### config.mk
export PLATFORM = sky130hd
export DESIGN_NAME = iter_shifter
export DESIGN_NICKNAME = d
export VERILOG_FILES = /design/src/rtl/iter_shifter.sv
export SDC_FILE = /design/constraint.sdc
export NUM_CORES = 1
export LEC_CHECK = 0
export CAP_MARGIN = 10
export CORE_ASPECT_RATIO = 1.5
export CORE_MARGIN = 3
export CORE_UTILIZATION = 57
export CTS_BUF_LIST = sky130_fd_sc_hd__clkbuf_4
export DETAILED_ROUTE_END_ITERATION = 7
export GPL_ROUTABILITY_DRIVEN = 0
export HOLD_SLACK_MARGIN = 0.02
export PLACE_DENSITY_LB_ADDON = 0.12
export SYNTH_ARGS = -nofsm -noshare
export SYNTH_HDL_FRONTEND = slang
export SYNTH_SLANG_ARGS = --single-unit
### constraint.sdc
create_clock -name clk -period 3.5 [get_ports clk]
set_clock_uncertainty 0.05 [all_clocks]
set_input_delay 1.05 -clock clk [delete_from_list [all_inputs] [get_ports clk]]
set_output_delay 1.05 -clock clk [all_outputs]
set_load 0.005 [all_outputs]
### src/rtl/iter_shifter.sv
// Iterative multi-cycle shifter: up to STEP bits per cycle through an IDLE/SHIFT/DONE FSM.
// Define ITER_SHIFTER_ROTATE_EN to enable ROL/ROR (ops 3/4); otherwise they behave as illegal ops.
module iter_shifter #(
    parameter int WIDTH = 32,
    parameter int SHW   = 5,
    parameter int STEP  = 4
) (
    input  logic             clk,
    input  logic             rst,
    input  logic             start,
    input  logic [WIDTH-1:0] data,
    input  logic [SHW-1:0]   shiftamt,
    input  logic [2:0]       op,
    output logic             ready,
    output logic             busy,
    output logic             valid,
    output logic [WIDTH-1:0] y
);

    localparam logic [1:0] S_IDLE  = 2'd0;
    localparam logic [1:0] S_SHIFT = 2'd1;
    localparam logic [1:0] S_DONE  = 2'd2;

    localparam logic [2:0] OP_SLL = 3'd0;
    localparam logic [2:0] OP_SRL = 3'd1;
    localparam logic [2:0] OP_SRA = 3'd2;
    localparam logic [2:0] OP_ROL = 3'd3;
    localparam logic [2:0] OP_ROR = 3'd4;

    // One extra bit so STEP and WIDTH themselves are representable as shift amounts.
    localparam logic [SHW:0] STEP_W  = (SHW+1)'(STEP);
    localparam logic [SHW:0] WIDTH_W = (SHW+1)'(WIDTH);

    logic [1:0]       state_q, state_d;
    logic [WIDTH-1:0] work_q, work_d;
    logic [SHW-1:0]   rem_q, rem_d;
    logic [2:0]       opr_q, opr_d;
    logic [WIDTH-1:0] y_q, y_d;
    logic [SHW:0]     s_amt;
    logic             op_legal;

    always_comb begin
        op_legal = (opr_q == OP_SLL) || (opr_q == OP_SRL) || (opr_q == OP_SRA);
`ifdef ITER_SHIFTER_ROTATE_EN
        op_legal = op_legal || (opr_q == OP_ROL) || (opr_q == OP_ROR);
`endif
        s_amt = ({1'b0, rem_q} > STEP_W) ? STEP_W : {1'b0, rem_q};
    end

    // NOTE: every signal gets a default at the top of the block so no path leaves it unassigned (no latches).
    always_comb begin
        state_d = state_q;
        work_d  = work_q;
        rem_d   = rem_q;
        opr_d   = opr_q;
        y_d     = y_q;
        case (state_q)
            S_IDLE: begin
                if (start) begin
                    work_d  = data;
                    rem_d   = shiftamt;
                    opr_d   = op;
                    state_d = S_SHIFT;
                end
            end
            S_SHIFT: begin
                if (!op_legal) begin
                    // Illegal ops finish in a single cycle with a zero result.
                    work_d = '0;
                    rem_d  = '0;
                end else begin
                    case (opr_q)
                        OP_SLL:  work_d = work_q << s_amt;
                        OP_SRL:  work_d = work_q >> s_amt;
                        OP_SRA:  work_d = WIDTH'($signed(work_q) >>> s_amt);
`ifdef ITER_SHIFTER_ROTATE_EN
                        OP_ROL:  work_d = (work_q << s_amt) | (work_q >> (WIDTH_W - s_amt));
                        OP_ROR:  work_d = (work_q >> s_amt) | (work_q << (WIDTH_W - s_amt));
`endif
                        default: work_d = '0;
                    endcase
                    rem_d = rem_q - s_amt[SHW-1:0];
                end
                if (rem_d == '0) begin
                    state_d = S_DONE;
                    y_d     = work_d;
                end
            end
            S_DONE: begin
                state_d = S_IDLE;
            end
            default: begin
                state_d = S_IDLE;
            end
        endcase
    end

    // NOTE: sequential state uses non-blocking assignments so every flop samples pre-edge values.
    always_ff @(posedge clk) begin
        if (rst) begin
            state_q <= S_IDLE;
            work_q  <= '0;
            rem_q   <= '0;
            opr_q   <= '0;
            y_q     <= '0;
        end else begin
            state_q <= state_d;
            work_q  <= work_d;
            rem_q   <= rem_d;
            opr_q   <= opr_d;
            y_q     <= y_d;
        end
    end

    assign ready = (state_q == S_IDLE);
    assign busy  = (state_q == S_SHIFT) || (state_q == S_DONE);
    assign valid = (state_q == S_DONE);
    assign y     = y_q;

endmodule

==> reports/qor.yml, run 1 <==
critical_path:
  timing.rr.end: "work_q[22]$_SDFFE_PP0P_"
  critical_path_peak_fanout: 16
  crit_path_end: "work_q[22]$_SDFFE_PP0P_"
  cpMostUsedCell: "a2111oi_0"
  reg2reg_slack_ns: 0.15
  setup.worst_path.start: "rem_q[2]$_SDFFE_PP0P_"
  critical_path.startpoint_type: "flip-flop"
  r2r_start: "rem_q[2]$_SDFFE_PP0P_"
  critPathKind: "reg2reg"
  worstPathRequired_ns: 3.76
  worst_path_cell_chain: "or4b_1, a221oi_1, a2111oi_0, a2111oi_0, buf_4, or3_1, a21oi_1"
  ff2ff_path_depth: 7
  crit_path_top_delay_cell: "a2111oi_0"
  cp_data_arrival_time_ns: 3.61
  critical-path-max-stage-delay_ns: 0.93
  critical_path.endpoint_type: "flip-flop"
sta:
  achievable_frequency_mhz: 298.6
  fin_max_slew_vios: 0
  hold_violations: 0
  final_critical_path_setup_slack_ns: 0.1507
  worst_tran_pin_value_ns: 1.062
  layout_min_cycle_time_ns: 3.349
  worst_relative_slew_slack_pct: 29.20
  fin_setup_tns_ns: 0
  setup-violations-final: 0
  rsz0062_at_grt: "no"
  timing.hold.ws_ns: 0.4635
  min_period_over_period_pct: 95.69
synth:
  seq_area_frac_synth_pct: 26.31
  total_nets_after_synthesis: 778
  synthesis.area_per_instance_um2: 7.713
  ys_async_sr_fraction_pct: 0
  synthCells: 730
  yosys_most_used_dff: "dfxtp_1"
  yosysTopAreaCellShare_pct: 26.31
  total_of_warnings_raised_by_yosys: 0
  ranking_of_synthesized_cells_by_area: "dfxtp_1, mux2i_1, a21oi_1"
  total_of_flip_flops_plus_latches_after_synthesis: 74
  syn-cell-area_um2: 5630
  synth-edff-count: 0
  synth.lib_cells_used.distinct: 72
  synth_top_cell_by_area: "dfxtp_1"
cells_and_area:
  filler_cell_count: 786
  final_net_count: 802
  commonest_cells_after_routing_fill_and_taps_aside: "a21oi_1, clkdlybuf4s50_1, dfxtp_1, nand2_1, o21ai_0"
  area_growth_pct: 15.69
  fin_util_pct: 69.18
  fraction_of_layout_cells_with_a_size_suffix_above_1_pct: 10.41
  number_of_antenna_cells_inserted: 0
cts:
  cts-hold-fix-buffers: 0
  cts_made_buffers: 9
  cts_tree: "built"
  cts.repair.resized: 0
  clk_transition_reported_paths_ns: 0.13
  cts_buffer_depth: 2
  clk-insertion-delay-late_ns: 0.45
  cts.sink_count: 74
  ctsRootBufferMaster: "clkbuf_4"
  post_cts_repair_setup_buffers: 0
  htreeDepth: 3
pwr:
  p_switching_mw: 1.806
  share_clk_of_total_power_pct: 16.4
  powerDensity_nw_per_um2: 596.9
  p_sw_share_pct: 46.45
  p_int_mw: 2.082
  comb_power_share_pct: 49.9
  share_seq_of_total_power_pct: 33.7
  ir_worst_vdd_uv: 437.7
  leakagePower_nw: 2.281
grt:
  total_grt_usage_pct: 37.03
  antenna_found_initial: 0
  grt_remaining_overflow: 0
  vias_in_the_first_global_route: 5823
  global_route_wire_length_before_repair_um: 32090
  grt_start_max_net_pins: 53
drt:
  route.detailed.drc: 0
  via_per_inst: 7.310
  postRouteAntennaNets: 0
  vias: 6367
  drtPass1Iterations: 6
  detail_route.wirelength_um: 20530
  drt_iter0_drc: 1062
  post_drt_wl_per_cell_um: 23.57
worst_hold_path:
  min-delay-path-class: "reg2reg"
  min_from: "y[16]$_SDFFE_PP0P_"
placed_design:
  dpl_worst_slack_ns: 0.2668
  post-dp-hpwl_um: 14090
  portBuffers: 77
floorplan:
  area_of_the_die_um2: 11130
  ioPinCount: 78
  floorplan.initialDensity_pct: 59.80
  floorplan.rows: 43
  floorplan.core_area_um2: 9415
  die_y_um: 127.7
  die_x_um: 87.15
run:
  maxCapViolations: 0
run_status:
  run_status: "finished, final reports clean"
[cells by family (layout without fill, tap and decap cells)]
logic type                 after synthesis  count (layout)  share of synthesized area (%)
AOI/OAI and AO/OA                      273             273                          31.96
DFF                                     74              74                          26.31
muxes                                   58              58                          13.22
xor gates and xnor gates                 2               2                         0.3112
and+or+nand+nor                        210             210                          18.44
adders and majority gates                5               5                          1.111
other                                    2               2                         0.1334
buffers and inverters                  106             135                          8.511
[area by class of cell]
cell class	instances	area, um^2	area share [%]
Multi-Input combinational cell	550	3674	56.40
Sequential cell	74	1483	22.76
Tap cell	112	140.1	2.151
Clock inverter	6	90.09	1.383
Inverter	9	33.78	0.5186
Clock buffer	10	75.07	1.153
Timing Repair Buffer	110	1018	15.64
[stage by stage]
| stage | std cells | total power, mW | area, um^2 |
|---|---|---|---|
| 2_1_floorplan | 730 | 2.483 | 5630 |
| 3_3_place_gp | 855 | 3.129 | 6349 |
| 3_5_place_dp | 855 | 3.168 | 6349 |
| 4_1_cts | 871 | 3.798 | 6514 |
| 5_1_grt | 871 | 4.070 | 6514 |
| 6_report | 871 | 3.888 | 6514 |
[how the worst min path moves through the flow]
stage                             endpoint  slack (ns)  cells after the start
floorplan           work_q[1]$_SDFFE_PP0P_        0.44                      2
global placement        y[16]$_SDFFE_PP0P_        0.44                      2
detailed placement       y[2]$_SDFFE_PP0P_        0.45                      2
CTS                      y[2]$_SDFFE_PP0P_        0.47                      2
global route             y[4]$_SDFFE_PP0P_        0.48                      2
finish                  y[16]$_SDFFE_PP0P_        0.46                      2
[per-layer routing]
| metal | track usage [%] | vias to the layer above | part of all wire, % | wire (um) |
|---|---|---|---|---|
| met4 | 22.85 | 0 | 8.4 | 1723 |
| met1 | 43.64 | 2896 | 33 | 6846 |
| met3 | 7.395 | 146 | 11 | 2236 |
| met2 | 60.81 | 525 | 47 | 9727 |
| li1 | - | 2800 | - | - |
| met5 | 0 | - | 0 | 0 |
[synth_stat cells (3+ instances only)]
library cell	count
nand2_1	71
o41ai_1	4
and3_1	5
mux2i_1	44
nor4b_1	6
a221oi_1	18
and2_1	3
a32oi_1	3
inv_1	8
a2111oi_0	7
nor4_1	4
o22ai_1	4
mux4_2	13
a22o_1	5
a311oi_1	4
nor3_1	22
ha_1	5
o21ai_0	60
a22oi_1	6
o211ai_1	4
a221o_1	3
o221ai_1	3
nor2b_1	4
nand3_1	18
o32ai_1	6
buf_1	8
nor2_1	48
or3_1	15
buf_4	5
dfxtp_1	74
a21oi_1	77
clkbuf_1	59
a211oi_1	26
a21o_1	7
a31oi_1	16
buf_2	19
buf_6	5
[power by group through the flow]
stage	clock, mW	combinational, mW	sequential, mW
2_1_floorplan	0	1.40	1.09
3_3_place_gp	0	1.84	1.29
3_5_place_dp	0	1.87	1.30
4_1_cts	0.636	1.88	1.28
5_1_grt	0.672	2.08	1.32
6_report	0.636	1.94	1.31
[sequential cells by signal, summed over array words and instances, names as in the netlist]
signal and cells:
opr_q 3, rem_q 5, state_q 2, work_q 32
y 32
[critical path, delay by kind of cell (launching register included)]
family / cells / cell delay [ns]
AOI/OAI and AO/OA: 4 / 1.42
buffers and inverters: 1 / 0.26
DFF: 1 / 0.51
and+or+nand+nor: 2 / 0.98
No activity file was read; power rests on OpenSTA's default activity.
==> run 2, diff against run 1 <==
--- a/config.mk
+++ b/config.mk
@@ -6,7 +6,6 @@
 export NUM_CORES = 1
 export LEC_CHECK = 0
 export CAP_MARGIN = 10
-export CORE_ASPECT_RATIO = 1.5
 export CORE_MARGIN = 3
 export CORE_UTILIZATION = 57
 export CTS_BUF_LIST = sky130_fd_sc_hd__clkbuf_4
==> reports/qor.yml, run 2 (synthesis results as in run 1) <==
grt:
  global_route_wire_length_before_repair_um: 31770
  antenna_found_initial: 0
  vias_in_the_first_global_route: 5924
  grt_start_max_net_pins: 54
  total_grt_usage_pct: 35.23
  grt_remaining_overflow: 0
critical_path:
  critical_path_peak_fanout: 40
  critical-path-max-stage-delay_ns: 0.87
  critPathKind: "reg2reg"
  cpMostUsedCell: "a2111oi_0"
  critical_path.endpoint_type: "flip-flop"
  worst_path_cell_chain: "or4b_4, a221oi_1, a2111oi_0, a2111oi_0, buf_4, or3_1, a21oi_1"
  critical_path.startpoint_type: "flip-flop"
  crit_path_top_delay_cell: "or4b_4"
  worstPathRequired_ns: 3.74
  cp_data_arrival_time_ns: 3.37
drt:
  route.detailed.drc: 19
  vias: 6359
  via_per_inst: 7.177
  postRouteAntennaNets: 0
  routed-wl-met3_um: 2970
  drtPass1Iterations: 8
  drt_iter0_drc: 1151
  wirelength_met1_um: 8024
  detail_route.wirelength_um: 19630
  dr_wl_met2_um: 7775
  post_drt_wl_per_cell_um: 22.15
  highest-signal-layer: "met4"
pwr:
  leakagePower_nw: 2.288
  powerDensity_nw_per_um2: 601.5
  share_clk_of_total_power_pct: 17.6
  p_sw_share_pct: 45.45
  comb_power_share_pct: 48.8
  p_int_mw: 2.152
  ir_worst_vdd_uv: 368.9
  p_switching_mw: 1.793
  share_seq_of_total_power_pct: 33.5
cts:
  cts.repair.resized: 0
  clk_transition_reported_paths_ns: 0.14
  post_cts_repair_setup_buffers: 0
  clk-insertion-delay-late_ns: 0.43
  cts_buffer_depth: 2
  cts.sink_count: 74
  htreeDepth: 3
  ctsRootBufferMaster: "clkbuf_4"
  cts_made_buffers: 9
  cts-hold-fix-buffers: 0
  cts_tree: "built"
cells_and_area:
  filler_cell_count: 772
  commonest_cells_after_routing_fill_and_taps_aside: "a21oi_1, clkdlybuf4s50_1, dfxtp_1, nand2_1, o21ai_0"
  area_growth_pct: 16.49
  number_of_antenna_cells_inserted: 0
  finish.cell_count_without_fillers: 886
  fraction_of_layout_cells_with_a_size_suffix_above_1_pct: 10.17
  final_net_count: 800
floorplan:
  die_x_um: 105.4
  die_y_um: 105.4
  ioPinCount: 78
  floorplan.rows: 35
  floorplan.core_area_um2: 9415
  floorplan.initialDensity_pct: 59.80
  area_of_the_die_um2: 11110
sta:
  layout_min_cycle_time_ns: 3.133
  worst_relative_slew_slack_pct: 35.92
  achievable_frequency_mhz: 319.2
  min_period_over_period_pct: 89.51
  setup-violations-final: 0
  worst_tran_pin_value_ns: 0.9576
  hold_violations: 0
  rsz0062_at_grt: "no"
  final_critical_path_setup_slack_ns: 0.3670
  fin_setup_tns_ns: 0
  fin_max_slew_vios: 0
placed_design:
  post-dp-hpwl_um: 13480
  dpl_worst_slack_ns: 0.5666
  cell_count_post_placement: 870
  portBuffers: 77
run_status:
  run_status: "complete, but fails checks"
  violations: "design-rule violations"
run:
  maxCapViolations: 0
worst_hold_path:
  min-delay-path-class: "reg2reg"
-- run 2: changes by cell type in the layout (fill, tap and decap cells not counted), sizes merged --
cell    before  now
bufinv       2    3
buf         33   31
clkbuf      10    9
clkinv       3    2
inv          9   10
-- run 2: final timing paths --
kind	start	end	slack (ns)	cells after the start
setup / recovery	rem_q[2]$_SDFFE_PP0P_	work_q[22]$_SDFFE_PP0P_	0.37	7
hold reg to reg	y[10]$_SDFFE_PP0P_	y[10]$_SDFFE_PP0P_	0.47	2
setup reg to reg	rem_q[2]$_SDFFE_PP0P_	work_q[22]$_SDFFE_PP0P_	0.37	7
hold / removal	y[10]$_SDFFE_PP0P_	y[10]$_SDFFE_PP0P_	0.47	2
-- run 2: power groups by stage --
stage	Sequential (mW)	Clock, mW	Combinational, mW
after floorplan	1.09	0	1.40
after global placement	1.30	0	1.82
after detailed placement	1.31	0	1.85
after CTS	1.29	0.699	1.86
after global routing	1.33	0.736	2.07
final	1.32	0.696	1.93
-- run 2: metal layers --
metal	vias up	track usage [%]
li1	2817	-
met1	2848	51.53
met3	120	11.57
met2	574	48.04
met5	-	0
met4	0	12.09
-- run 2: layout make-up --
class	count	area (um^2)	share of cell area, %
Clock buffer	9	67.56	1.030
Clock inverter	7	123.9	1.889
Inverter	9	33.78	0.5151
Multi-Input combinational cell	550	3674	56.01
Sequential cell	74	1483	22.61
Tap cell	129	161.4	2.461
Timing Repair Buffer	108	1016	15.49
-- run 2: critical path: cells and delay by family, from the launching register on --
family,cells,cell delay [ns]
AND/OR/NAND/NOR,2,0.99
AO/OA/AOI/OAI,4,1.16
buffers and inverters,1,0.26
flip-flops,1,0.51
-- run 2: per-stage QoR --
step	hold slack, ns	util [%]	power, mW	instance area [um^2]
6_report	0.4725	69.66	3.945	6559
5_1_grt	0.5044	69.66	4.142	6559
4_1_cts	0.4738	69.66	3.852	6559
3_5_place_dp	0.4557	67.63	3.156	6367
3_3_place_gp	0.4356	67.63	3.116	6367
2_1_floorplan	0.4385	-	2.483	5630
